==> config.mk <==
export PLATFORM = sky130hd
export DESIGN_NAME = fetch_unit
export DESIGN_NICKNAME = d
export VERILOG_FILES = /design/src/rtl/fetch_pkg.sv /design/src/rtl/pc_next_mux.sv /design/src/rtl/fetch_unit.sv
export SDC_FILE = /design/constraint.sdc
export NUM_CORES = 1
export LEC_CHECK = 0
export CAP_MARGIN = 0
export CORE_UTILIZATION = 36
export CTS_CLUSTER_DIAMETER = 100
export DETAILED_ROUTE_END_ITERATION = 8
export GPL_TIMING_DRIVEN = 0
export PLACE_DENSITY = 0.79
export SLEW_MARGIN = 0
export SYNTH_ARGS = -nofsm -noshare
export SYNTH_HDL_FRONTEND = slang
export SYNTH_SLANG_ARGS = --single-unit
==> constraint.sdc <==
create_clock -name clk -period 2.5 [get_ports clk]
set_clock_uncertainty 0.2 [all_clocks]
set_input_delay 0.75 -clock clk [delete_from_list [all_inputs] [get_ports clk]]
set_output_delay 0.75 -clock clk [all_outputs]
set_load 0.05 [all_outputs]
==> src/rtl/fetch_pkg.sv <==
// Shared definitions for the fetch unit: opcode/filler constants, data widths
// and the fetch controller state encoding.
package fetch_pkg;

  localparam int unsigned ADDR_W  = 16;
  localparam int unsigned INSTR_W = 16;

  localparam logic [3:0]         OPC_HALT = 4'hF;
  localparam logic [INSTR_W-1:0] IR_RESET = 16'hF000;

  typedef enum logic [1:0] {
    ST_BOOT = 2'd0,
    ST_RUN  = 2'd1,
    ST_HALT = 2'd2
  } fetch_state_e;

endpackage

==> src/rtl/pc_next_mux.sv <==
// Next program-counter select with fixed priority: redirect target, then
// hold, then increment. The PC is AW bits wide, so the increment wraps
// modulo 2**AW and the redirect target keeps only its low AW bits.
//
// Ports:
//   pc_i         current PC
//   br_taken_i   redirect request (already qualified by the caller)
//   br_target_i  full-width redirect address; only the low AW bits are used
//   hold_i       keep the current PC
//   pc_next_o    selected next PC
module pc_next_mux
  import fetch_pkg::*;
#(
  parameter int unsigned AW = 5
) (
  input  logic [AW-1:0]     pc_i,
  input  logic              br_taken_i,
  input  logic [ADDR_W-1:0] br_target_i,
  input  logic              hold_i,
  output logic [AW-1:0]     pc_next_o
);

  // Upper target bits fall outside the memory and are intentionally dropped.
  logic unused_target_hi;
  assign unused_target_hi = ^br_target_i[ADDR_W-1:AW];

  always_comb begin
    pc_next_o = pc_i + AW'(1);
    if (br_taken_i) begin
      pc_next_o = br_target_i[AW-1:0];
    end else if (hold_i) begin
      pc_next_o = pc_i;
    end
  end

endmodule

==> src/rtl/fetch_unit.sv <==
// Program counter and fetch controller in front of a combinational
// instruction memory. Holds ready low while memory boots, then fetches one
// word per cycle into the instruction register, honouring stalls, redirects
// and the HALT opcode.
//
// Ports:
//   clk          clock, all state on rising edge
//   rst          synchronous active-high reset
//   stall        decoder cannot accept a new IR this cycle
//   br_taken     redirect request
//   br_target    redirect word address (low log2(IM_DEPTH) bits used)
//   instruction  word returned by instruction memory for addr
//   addr         word address to instruction memory (= PC, zero-extended)
//   ready        memory enable (high only while running)
//   ir           registered instruction
//   ir_pc        address ir was fetched from
//   ir_valid     ir holds a live instruction
//   halted       HALT executed; frozen until reset
module fetch_unit
  import fetch_pkg::*;
#(
  parameter int unsigned IM_DEPTH    = 32,
  parameter int unsigned BOOT_CYCLES = 2,
  parameter int unsigned RESET_PC    = 0
) (
  input  logic               clk,
  input  logic               rst,
  input  logic               stall,
  input  logic               br_taken,
  input  logic [ADDR_W-1:0]  br_target,
  input  logic [INSTR_W-1:0] instruction,
  output logic [ADDR_W-1:0]  addr,
  output logic               ready,
  output logic [INSTR_W-1:0] ir,
  output logic [ADDR_W-1:0]  ir_pc,
  output logic               ir_valid,
  output logic               halted
);

  localparam int unsigned AW = (IM_DEPTH > 1) ? $clog2(IM_DEPTH) : 1;
  localparam int unsigned CW = (BOOT_CYCLES > 1) ? $clog2(BOOT_CYCLES) : 1;

  fetch_state_e       state_q, state_d;
  logic [CW-1:0]      cnt_q, cnt_d;
  logic [AW-1:0]      pc_q, pc_d;
  logic [INSTR_W-1:0] ir_q, ir_d;
  logic [ADDR_W-1:0]  ir_pc_q, ir_pc_d;
  logic               ir_valid_q, ir_valid_d;
  logic               halted_q, halted_d;

  logic running;
  logic br_eff;
  logic capture;
  logic halt_det;
  logic pc_hold;

  assign running  = (state_q == ST_RUN);
  assign br_eff   = running && br_taken;
  assign capture  = running && !br_taken && !stall;
  assign halt_det = capture && (instruction[INSTR_W-1:INSTR_W-4] == OPC_HALT);
  // PC only moves on a redirect or a normal non-HALT capture.
  assign pc_hold  = !capture || halt_det;

  pc_next_mux #(
    .AW (AW)
  ) u_pc_next_mux (
    .pc_i        (pc_q),
    .br_taken_i  (br_eff),
    .br_target_i (br_target),
    .hold_i      (pc_hold),
    .pc_next_o   (pc_d)
  );

  always_comb begin
    state_d    = state_q;
    cnt_d      = cnt_q;
    ir_d       = ir_q;
    ir_pc_d    = ir_pc_q;
    ir_valid_d = ir_valid_q;
    halted_d   = halted_q;
    case (state_q)
      ST_BOOT: begin
        cnt_d = cnt_q + CW'(1);
        if (cnt_q == CW'(BOOT_CYCLES - 1)) begin
          state_d = ST_RUN;
        end
      end
      ST_RUN: begin
        if (br_taken) begin
          ir_valid_d = 1'b0;
        end else if (!stall) begin
          ir_d       = instruction;
          ir_pc_d    = ADDR_W'(pc_q);
          ir_valid_d = 1'b1;
          if (halt_det) begin
            halted_d = 1'b1;
            state_d  = ST_HALT;
          end
        end
      end
      ST_HALT: begin
        ir_valid_d = 1'b0;
      end
      default: begin
        state_d = ST_BOOT;
      end
    endcase
  end

  always_ff @(posedge clk) begin
    if (rst) begin
      state_q    <= ST_BOOT;
      cnt_q      <= '0;
      pc_q       <= AW'(RESET_PC);
      ir_q       <= IR_RESET;
      ir_pc_q    <= '0;
      ir_valid_q <= 1'b0;
      halted_q   <= 1'b0;
    end else begin
      state_q    <= state_d;
      cnt_q      <= cnt_d;
      pc_q       <= pc_d;
      ir_q       <= ir_d;
      ir_pc_q    <= ir_pc_d;
      ir_valid_q <= ir_valid_d;
      halted_q   <= halted_d;
    end
  end

  assign addr     = ADDR_W'(pc_q);
  assign ready    = running;
  assign ir       = ir_q;
  assign ir_pc    = ir_pc_q;
  assign ir_valid = ir_valid_q;
  assign halted   = halted_q;

endmodule

==> results <==
- The class of the worst hold path is register to register.
- The warning count from the yosys run is 0.
- The data arrival time of the worst path is around 2500 ps.
- Wires add up to about 3200 µm.
- The switching component of the power is a little under 400 µW.
- The routed layout has about 1,400 vias.
- The fraction of met2 tracks used by global routing is between 20% and 30%.
- The top-level port count is 87.
- The synthesized netlist occupies a cell area of approximately 1400 µm².
- The post-route core utilization is 58.08%.
- During placement, the flow inserted port buffers numbering 53.
- Global routing finished with a remaining overflow of 0.
- Of the total power, the share spent switching nets is 32.06%.
- The via count of the first global-routing pass came to 1,197.
- The worst hold path terminates at ir[0].
- The max-cap check violation count is 0.
- The half-perimeter wire length after placement is about 2400 µm.
- In this run the worst setup path begins at br_taken.
- The global-route total usage across every layer is ~16%.
- Yosys mapped a number of flops with a built-in enable equal to 0.
- Combinational cells account for about a quarter of the total power.
- The detail route stage leaves a number of antenna-violating nets equal to 0.
- The initial antenna violation count is 0.
- The most frequently used flop master after synthesis is sky130_fd_sc_hd__dfxtp_1.
- The count of antenna diodes in the layout is 0.
- The worst setup slack before clock tree synthesis is -484.2 ps.
- Data on the critical path is required at its endpoint by between 2000 and 3000 ps.
- The largest individual stage delay along the critical path comes from the cell sky130_fd_sc_hd__or4b_4.
- The critical path launch point type is an input pin.
- The number of buffers inserted during clock tree synthesis is 5.
- The pin count of the biggest net entering global routing is 11.
- The worst min-delay path startpoint is ir[0].
- The fmax is a little over 400 MHz.
- Internal power comes to about 800 µW.
- The post-layout minimum cycle time is about 2500 ps.
- The met3 layer usage reported by global route is 5.810%.
- From bottom edge to top edge, the die measures between 60 and 70 µm.
- The detailed-routing iteration count for the pre-antenna-repair pass is 4.
- The area of the die is approximately 4200 µm².
- The final count of negative-setup-slack endpoints is 0.
- The first global-routing pass estimated slightly above 5000 µm of wire.
- The cell sitting at the root of the clock tree is a sky130_fd_sc_hd__clkbuf_8.
- After detailed routing, the number of vias per cell comes to roughly 4.5.
- STA classifies the critical path endpoint as a register.
- The kind of cell with the highest combined delay along the critical path is simple AND/OR/NAND/NOR gates.
- The H-tree depth is 2.
- The async set or reset register ratio after synthesis is 0%.
- The number of pins with negative max-slew slack in the final report is 0.
- Sequential cells account for between 40% and 50% of the total power.
- The worst-margin pin slew is just under 600 ps.
- The area growth from synthesis to layout is 53.20%.
- Adding up every negative setup slack in the final design gives 0 ps.
- The row count is 22.
- The mean area per synthesized cell is between 8 and 9 µm².
- The met1 demand-to-capacity share in global routing is between 15 and 20%.
- The starting DRC count in detailed routing is 56.
- The cell count of the worst reg-to-reg path is 5.
- The startpoint identified for the worst register-to-register timing path is state_q[0].
- The total power divided by cell area is between 500 and 600 nW/µm².
- The most heavily used metal layer in global routing is met2.
- The clock latency at the later pin of the worst-skew pair is between 200 and 300 ps.
- The worst path uses 98.48% of the clock period.
- In the routed design, unresolved DRC markers number 0.
- The clock network fraction of design power is 30.9%.
- In this run the static leakage power is 0.9051 nW.
- The ratio of cells with drive above 1 in the final layout is between 10% and 20%.
- TritonCTS built the clock tree.
- Traced cell by cell, the critical path runs through dlygate4sd2_1 > or4b_4 > buf_6 > or4_1 > a311oi_1.
- The number of buffers and inverters on the critical path is 2.
- The count of endpoints failing hold in the final timing report is 0.
- Across the VDD grid, the largest voltage drop is ~0.36 mV.
- The post-layout net count is approximately 290.
- The worst hold path cell count is 2.
- The destination of the worst register-to-register timing path is pc_q[2].
- In this run the tightest slew margin relative to its limit is between 60% and 70%.
- The sequential cell area fraction in the yosys report is between 40% and 50%.
- The critical-path maximum fanout is 10.
- Setup repair after global routing could not meet its margin everywhere.
- Once the floorplan was initialized, standard cells occupied between 30% and 40% of the core.
- The final RePlAce weighted congestion is 0.7051.
- In this run the register-to-register setup slack is 410 ps.
- The core region area is 3716 µm².
- Clock-pin slew was measured on the worst setup and hold paths at roughly 60 ps.
- The worst setup path is of the input pin to register kind.
- The largest single stage delay on the critical path is 550 ps.
- The count of cell types in the netlist is 24.
- Fill cells in the final layout number about 350.
- The worst path meets setup with around 38 ps of slack.
- Measured along the x axis, the die boundary spans 64.56 µm.
- Counting every sink on the clock net gives 31.
- The synthesized instance count is ~170.
- The largest buffer count on any clock path is 2.
- The flow ran to the end, and the final reports show no timing, DRC or antenna violations.
- The average wire per standard cell is approximately 10 µm.
- The synthesized design contains 31 register bits.
## synth_stat cells (all sizes together) (2+ instances only)
cell	number	share of area [%]
nand3b	7	3.7
or4	3	1.6
nor2	8	2.1
a311oi	5	3.1
nand3	2	0.71
dfxtp	31	44
nand2	43	11
o21ai	4	1.4
a21oi	21	7.5
clkbuf	9	2.4
nor2b	2	0.89
or3	2	0.89
o31ai	3	1.6
buf	24	13
## timing repair
item                                    in CTS  in global routing
setup buffers                                0                  0
gates resized for setup                      4                  5
endpoints found under the setup margin      19                  6
hold buffers                                 0                  0
pin swaps                                    1                  0
## cells in the final DEF, fill, tap and decap left out, types with 2 or more instances in the layout
cell                               n
sky130_fd_sc_hd__a21oi_1          21
sky130_fd_sc_hd__a311oi_1          5
sky130_fd_sc_hd__buf_4            23
sky130_fd_sc_hd__clkbuf_1         11
sky130_fd_sc_hd__clkbuf_8          5
sky130_fd_sc_hd__clkdlybuf4s50_1  46
sky130_fd_sc_hd__conb_1           22
sky130_fd_sc_hd__dfxtp_1          31
sky130_fd_sc_hd__dlygate4sd2_1     3
sky130_fd_sc_hd__dlymetal6s2s_1    3
sky130_fd_sc_hd__nand2_1          43
sky130_fd_sc_hd__nand3_1           2
sky130_fd_sc_hd__nand3b_1          7
sky130_fd_sc_hd__nor2_1            8
sky130_fd_sc_hd__nor2b_1           2
sky130_fd_sc_hd__o21ai_0           4
sky130_fd_sc_hd__o31ai_1           3
sky130_fd_sc_hd__or3_1             2
sky130_fd_sc_hd__or4_1             3
## worst max-delay path by stage
stage | endpoint | slack, ps | cells past startpoint
after CTS | addr[2] | 20 | 1
after global routing | ir[8] | -9 | 5
final | pc_q[2] | 40 | 5
after floorplan | pc_q[2] | 110 | 4
after global placement | pc_q[2] | -470 | 5
after detailed placement | pc_q[2] | -480 | 5
## state kept, by name, indices dropped and copies added, names as in the netlist
register	flops
state_q	2
ir_valid	1
cnt_q	1
halted	1
ir_pc	5
ir	16
pc_q	5
## layer usage
metal  share of wire, %  routed length, µm  vias to the layer above
li1                   -                  -                      702
met5                  0                  0                        -
met1                 40               1268                      588
met2                 49               1540                       54
met3                8.8                279                       10
met4                2.2                 70                        0
## power groups by stage
stage	Combinational, mW	Clock, mW	Sequential (mW)
final	0.302	0.372	0.529
after global routing	0.320	0.402	0.532
after CTS	0.303	0.379	0.529
after detailed placement	0.306	0	0.540
after global placement	0.305	0	0.539
after floorplan	0.161	0	0.594
## cells by family after synthesis
| kind of cell | Yosys count | share of synthesized area (%) |
|---|---|---|
| flops | 31 | 44.05 |
| compound gates | 34 | 14.21 |
| buf+inv | 34 | 15.72 |
| other cells | 1 | 0.2662 |
| simple gates | 72 | 24.87 |
| fa+ha+maj | 1 | 0.8880 |
## worst register-to-register path, cell delays in order (launching register included)
cell and delay (ps):
sky130_fd_sc_hd__dfxtp_1 310, sky130_fd_sc_hd__buf_4 140, sky130_fd_sc_hd__or4b_4 490, sky130_fd_sc_hd__buf_6 160, sky130_fd_sc_hd__or4_1 460, sky130_fd_sc_hd__a311oi_1 250
## through the flow
stage	std cells	hold slack [ps]	power, mW	cell area [µm²]
2_1_floorplan	194	258.5	0.7551	1488
3_3_place_gp	295	241.4	0.8441	2078
3_5_place_dp	295	246.4	0.8467	2078
4_1_cts	303	254.5	1.212	2155
5_1_grt	303	271.1	1.255	2158
6_report	303	252.6	1.203	2158
## final cells by class
cell class | instances | area, µm² | share of cell area, %
multi-input combinational | 129 | 645.6 | 29.91
sequential | 31 | 620.6 | 28.75
timing repair buffer | 53 | 529.3 | 24.52
buffer | 33 | 217.7 | 10.09
clock buffer | 7 | 76.32 | 3.536
tap | 48 | 60.06 | 2.783
clock inverter | 1 | 5.005 | 0.2319
inverter | 1 | 3.754 | 0.1739
Power figures use the tool's default switching activity.
